File: config.mk
export PLATFORM = sky130hd
export DESIGN_NAME = v_gather_seq
export DESIGN_NICKNAME = d
export VERILOG_FILES = /design/src/rtl/v_gather_seq.sv
export SDC_FILE = /design/constraint.sdc
export NUM_CORES = 1
export LEC_CHECK = 0
export CAP_MARGIN = 20
export CORE_AREA = 2 2 230 232
export DETAILED_ROUTE_END_ITERATION = 8
export DIE_AREA = 0 0 232 234
export GPL_TIMING_DRIVEN = 1
export MAX_ROUTING_LAYER = met4
export PLACE_DENSITY_LB_ADDON = 0.1
export RECOVER_POWER = 100
export SLEW_MARGIN = 20
export SYNTH_ARGS = -nofsm -noshare
export SYNTH_HDL_FRONTEND = slang
export SYNTH_SLANG_ARGS = --single-unit
File: constraint.sdc
create_clock -name clock -period 4.8 [get_ports clock]
set_input_delay 0.72 -clock clock [delete_from_list [all_inputs] [get_ports clock]]
set_output_delay 0.72 -clock clock [all_outputs]
set_load 0.02 [all_outputs]
File: src/rtl/v_gather_seq.sv
// ---------------------------------------------------------------------------
// v_gather_seq
//
// Sequenced gather of V-vector operands from the banked Y/V SRAMs.
// A start request latches the per-slot bank codes and clears all output
// slots. The block then runs one fetch phase per group of N_LINES slots.
// Each phase issues a single read strobe and waits RD_LAT cycles. It then
// captures the slots of that phase by steering the selected bank's readline
// into each slot. The completed set is held and offered to the Jacobi
// datapath over a valid/ready handshake.
//
// Ports
//   clock      : rising-edge clock
//   reset      : synchronous, active-high; aborts any sequence in progress
//   enable     : 0 freezes all state and forces rd_req low
//   start      : gather request, accepted in IDLE or in DONE with v_ready
//   bank_sel   : slot s bank code at [s*BANK_W +: BANK_W], latched on start
//   busy       : high while a gather is issuing, waiting or being offered
//   rd_req     : one-cycle SRAM read strobe for the current phase
//   phase      : phase index that accompanies rd_req
//   sram_rdata : bank b line l at [(b*N_LINES+l)*DATA_W +: DATA_W]
//   v_values   : slot s at [s*DATA_W +: DATA_W]
//   v_valid    : gathered set available
//   v_ready    : consumer takes v_values when v_valid & v_ready
// ---------------------------------------------------------------------------
module v_gather_seq #(
  parameter int DATA_W  = 48,
  parameter int N_BANKS = 4,
  parameter int N_LINES = 2,
  parameter int N_SLOTS = 4,
  parameter int BANK_W  = 3,
  parameter int RD_LAT  = 1,
  localparam int N_PHASES = (N_SLOTS + N_LINES - 1) / N_LINES,
  localparam int PHASE_W  = (N_PHASES > 1) ? $clog2(N_PHASES) : 1
) (
  input  logic                                 clock,
  input  logic                                 reset,
  input  logic                                 enable,
  input  logic                                 start,
  input  logic [N_SLOTS*BANK_W-1:0]            bank_sel,
  output logic                                 busy,
  output logic                                 rd_req,
  output logic [PHASE_W-1:0]                   phase,
  input  logic [N_BANKS*N_LINES*DATA_W-1:0]    sram_rdata,
  output logic [N_SLOTS*DATA_W-1:0]            v_values,
  output logic                                 v_valid,
  input  logic                                 v_ready
);

  localparam int CNT_W      = $clog2(RD_LAT + 1);
  localparam int LAST_PHASE = N_PHASES - 1;

  typedef enum logic [1:0] {
    IDLE  = 2'd0,
    ISSUE = 2'd1,
    WAIT  = 2'd2,
    DONE  = 2'd3
  } state_t;

  state_t                    state;
  logic [CNT_W-1:0]          wait_cnt;
  logic [N_SLOTS*BANK_W-1:0] sel_q;
  logic                      rd_req_q;

  // Readline steering for one slot. The line is fixed by the slot position.
  // The bank comes from the latched code. Codes outside the populated banks
  // produce zero rather than aliasing onto a real bank.
  function automatic logic [DATA_W-1:0] steer(
    input int                        s,
    input logic [N_SLOTS*BANK_W-1:0] sel,
    input logic [N_BANKS*N_LINES*DATA_W-1:0] rdata
  );
    logic [BANK_W-1:0] bank;
    int                line;
    logic [DATA_W-1:0] r;
    bank = sel[s*BANK_W +: BANK_W];
    line = s % N_LINES;
    r    = '0;
    for (int b = 0; b < N_BANKS; b++) begin
      if (int'(bank) == b) begin
        r = rdata[(b*N_LINES + line)*DATA_W +: DATA_W];
      end
    end
    return r;
  endfunction

  // The strobe is held in a register. It is masked while stalled, so the
  // SRAM never sees a read that the sequencer is not advancing on.
  assign rd_req = rd_req_q & enable;

  always_ff @(posedge clock) begin
    if (reset) begin
      state    <= IDLE;
      busy     <= 1'b0;
      rd_req_q <= 1'b0;
      phase    <= '0;
      wait_cnt <= '0;
      v_valid  <= 1'b0;
      v_values <= '0;
      sel_q    <= '0;
    end else if (enable) begin
      case (state)
        IDLE: begin
          if (start) begin
            // Clearing the slots here keeps uncaptured phases at zero.
            // It also keeps them from showing the previous gather's data.
            sel_q    <= bank_sel;
            v_values <= '0;
            phase    <= '0;
            rd_req_q <= 1'b1;
            busy     <= 1'b1;
            state    <= ISSUE;
          end
        end

        ISSUE: begin
          rd_req_q <= 1'b0;
          wait_cnt <= CNT_W'(RD_LAT);
          state    <= WAIT;
        end

        WAIT: begin
          if (wait_cnt == CNT_W'(1)) begin
            // Only the slots belonging to the current phase are written.
            // Lines past N_SLOTS in a partial last phase have no slot.
            for (int s = 0; s < N_SLOTS; s++) begin
              if (int'(phase) == s / N_LINES) begin
                v_values[s*DATA_W +: DATA_W] <= steer(s, sel_q, sram_rdata);
              end
            end
            if (int'(phase) == LAST_PHASE) begin
              v_valid <= 1'b1;
              state   <= DONE;
            end else begin
              phase    <= phase + 1'b1;
              rd_req_q <= 1'b1;
              state    <= ISSUE;
            end
          end else begin
            wait_cnt <= wait_cnt - 1'b1;
          end
        end

        DONE: begin
          if (v_ready) begin
            v_valid <= 1'b0;
            if (start) begin
              // The hand-off and the next request share a cycle.
              // The next gather starts without passing through IDLE.
              sel_q    <= bank_sel;
              v_values <= '0;
              phase    <= '0;
              rd_req_q <= 1'b1;
              state    <= ISSUE;
            end else begin
              busy  <= 1'b0;
              state <= IDLE;
            end
          end
        end

        default: begin
          state <= IDLE;
        end
      endcase
    end
  end

endmodule

==> impl.org <==
** Status
- The flow ran to the end, but the final reports show violations.
- Violations in the final reports :: max-capacitance violations, max-slew violations

** Worst setup path
- The setup check on the worst reg-to-reg path leaves a slack of ~1.2 ns.
- The worst setup path is launched from an input port.
- Along the worst path, the maximum fanout reaches 52.
- Worst Path Class, Setup :: in2reg
- The worst setup path is captured at a flop.
- Critical path arrival :: 4.04 ns
- For the worst setup path, the data required time is 5.25 ns.

** Power
- IR analysis of the VDD net gives a maximum drop of 0.268 mV.
- Dividing total power by cell area gives a power density of 260 nW/um2.
- Overall power consumption after layout is estimated at 4.98 mW.
- LEAKAGE :: between 6 and 7 nW

** Global routing
- The number of global-route vias before repair came to 12900.
- Global Route met1 Usage :: between 20% and 30%
- Global route hottest layer :: met2
- In the global route stage, met2 resource usage came out at a little over a third.
- Final global-route overflow total :: 0
- First-pass GRT wire length :: around 87000 um
- Global routing met3 resource utilization :: between 5 and 6%
- GRT Overall Usage :: 21.8%
- Pin count of the biggest net entering global routing :: between 90 and 100
- The initial antenna violation count was 22.

** Timing
- For this run, the top clock speed supported by timing is between 200 and 300 MHz.
- Final setup violation count :: 0
- The final count of hold timing violations is 0.
- Worst relative slew slack :: -5.27%
- For the final routed database, the setup TNS stands at 0 ns.
- For the pin with the worst max-slew slack, the measured transition is approximately 1.6 ns.
- RSZ-0062 raised after global routing :: false
- The clock arrives with 0.00977 ns of skew.
- Counting I/O delays and the setup requirement, the final critical path takes approximately 3.6 ns.
- The total count of max-transition violations in the final report is 53.
- After layout, the worst path uses around three quarters of the clock period.

** Detailed routing
- After detailed routing, the number of vias per cell comes to between 5 and 6.
- After detailed routing, the average wire length per cell comes to approximately 25 um.
- The routed layout has ~13000 vias.
- DRC violations left :: 0
- DRT iter0 DRCs :: a little under 800
- For this block, the routed nets add up to between 60000 and 70000 um of wire.
- Before antenna repair, the detailed router went through 5 iterations.
- ANT nets after route :: 0

** Logic synthesis
- The mapped netlist covers 11800 um2.
- Number of distinct library cells after synthesis :: 35
- For this run, the register share of the synthesized area comes to 35.9%.
- Synthesis handed over a netlist of around 1200 instances.
- Cell taking the most area after synthesis :: dfxtp_1
- Synth area leaders :: dfxtp_1 (36%), mux2i_1 (17%), a22o_1 (14%)
- A synthesized cell averages roughly 9.6 um2.
- The Yosys step of the flow raised 0 warnings.
- Flip-flop and latch count after synthesis :: between 200 and 250
- Fraction of synthesized cell area taken by the top area cell type :: 35.9%
- Net count after synthesis :: 1633

** Placed design
- Placer congestion estimate :: roughly 0.86
- After detailed placement, the total cell area comes to about 18000 um2.
- Buffers placed on the I/O ports in this run total 596.
- Including well taps, the total number of placed cells is 2379.
- The HPWL after detailed placement is about 43000 um.

** Floorplan
- Cell Rows :: 84
- The floorplan step defined a die boundary enclosing between 50000 and 60000 um2.
- I/O pins :: 597
- Die Span X :: ~230 um
- The die is between 200 and 250 um tall.
- Initial Utilization :: between 20 and 25%
- Area of the core :: 52000 um2

** Layout
- Most used cells in the layout excluding fill and tap cells :: clkdlybuf4s50_1 (400), o21ai_0 (205), dfxtp_1 (203), dlygate4sd3_1 (196), mux2i_1 (194)
- The library cell used most frequently in the layout, excluding fill and tap cells, is clkdlybuf4s50_1.
- The count of cells in the finished layout, fillers not included, comes to 2450.
- Layout cell share with drive strength beyond 1 :: under 10%
- Final design instance area without fill :: roughly 19000 um2
- Area delta synth->final :: 63.0%
- Net total in the final layout :: roughly 2100

** Clocking
- TritonCTS built the clock tree.
- Clock-pin slew was measured on the worst setup and hold paths at 0.06 ns.
- Number of buffers on the longest clock path :: 3
- Worst skew pair latency :: roughly 0.56 ns
- Count of buffers added by post-CTS timing repair for setup :: 0
- In this run, post-CTS hold repair placed 0 buffers.
- In this run the clock root is driven by a clkbuf_16.
- The clock net in this run drives a total of ~210 sinks.
- Once the clock tree was built, the resizer swapped 0 gates to a different size.
- CTS H-tree depth :: 1
- Clock tree synthesis inserted a total of 29 buffers.

** Flow run
- Max capacitance violation total :: 1

** Min path
- Worst min-delay path category :: reg2reg
-- cell families after synthesis --
group | count (synthesis) | share of synthesized area (%)
AO/OA/AOI/OAI | 617 | 38.8
multiplexers | 194 | 16.5
flip-flops | 211 | 35.9
buffers and inverters | 159 | 5.81
adder cells (fa/ha/maj) | 4 | 0.426
AND/OR/NAND/NOR | 43 | 2.47
-- worst paths after layout --
check                                  from                          to  depth (start not counted)
setup / recovery                     enable  v_values[154]$_SDFFE_PP0P_                          6
hold reg to reg   v_values[45]$_SDFFE_PP0P_   v_values[45]$_SDFFE_PP0P_                          1
hold / removal    v_values[45]$_SDFFE_PP0P_   v_values[45]$_SDFFE_PP0P_                          1
setup reg to reg      state[0]$_SDFFE_PP0P_  v_values[154]$_SDFFE_PP0P_                          7
-- critical path, cell delays in order --
cell and delay (ns):
dlygate4sd3_1 0.67, inv_2 0.10, nor4_1 0.96, a21oi_4 0.10, clkbuf_2 0.82, a22o_1 0.54
-- power by group --
group / switching (mW) / total [mW] / internal (mW) / leakage, nW
logic: 0.411 / 0.869 / 0.459 / 4.59
clock network: 0.849 / 2.29 / 1.44 / 0.487
registers: 0.0647 / 1.83 / 1.76 / 1.71
-- cells in the mapped netlist --
master and count:
dfxtp_1 211, o21ai_0 205, mux2i_1 194, a22o_1 192, o221ai_1 192, clkbuf_1 110, buf_2 21, a21oi_1 18
nand2_1 18, buf_1 10, buf_4 8, inv_1 5, nand2b_1 5, buf_6 4, ha_1 4, nor4_4 4
nor2_1 3, nor2b_1 3, nor3_1 3, a32o_1 2, o21a_1 2, a2111oi_0 1, a22oi_1 1, a311oi_1 1
a31oi_1 1, a41o_1 1, and2_1 1, and2b_1 1, inv_2 1, nand4b_1 1, nor4_1 1, nor4_2 1
nor4b_1 1, o22ai_1 1, or3_4 1
-- through the flow --
stage	worst slack, ns	hold WS (ns)	utilization (%)
after floorplan	2.67	0.480	-
final	1.21	0.471	36.8
after global routing	1.02	0.480	36.8
after global placement	1.23	0.457	34.8
after CTS	1.52	0.480	36.7
after detailed placement	1.14	0.456	34.8
-- layer usage --
metal | vias up | routed length, um | share of wire (%)
li1 | 6040 | - | -
met1 | 6202 | 24200 | 40
met2 | 521 | 29600 | 49
met3 | 105 | 4440 | 7.3
met4 | 0 | 2520 | 4.2
met5 | - | 0 | 0
-- layout make-up --
class	count	area, um2
Multi-Input combinational cell	858	6870
Clock inverter	9	174
Antenna cell	22	55.1
Fill cell	5247	32900
Timing Repair Buffer	616	6110
Clock buffer	40	817
Tap cell	688	861
Sequential cell	211	4250
Inverter	6	22.5
-- state kept, by name, indices dropped and copies added, names as in the netlist --
register	flops
rd_req_q	1
v_values	192
busy	1
phase	1
state	2
wait_cnt	1
v_valid	1
sel_q	12
Note: power is estimated with default switching activity, not from simulation.
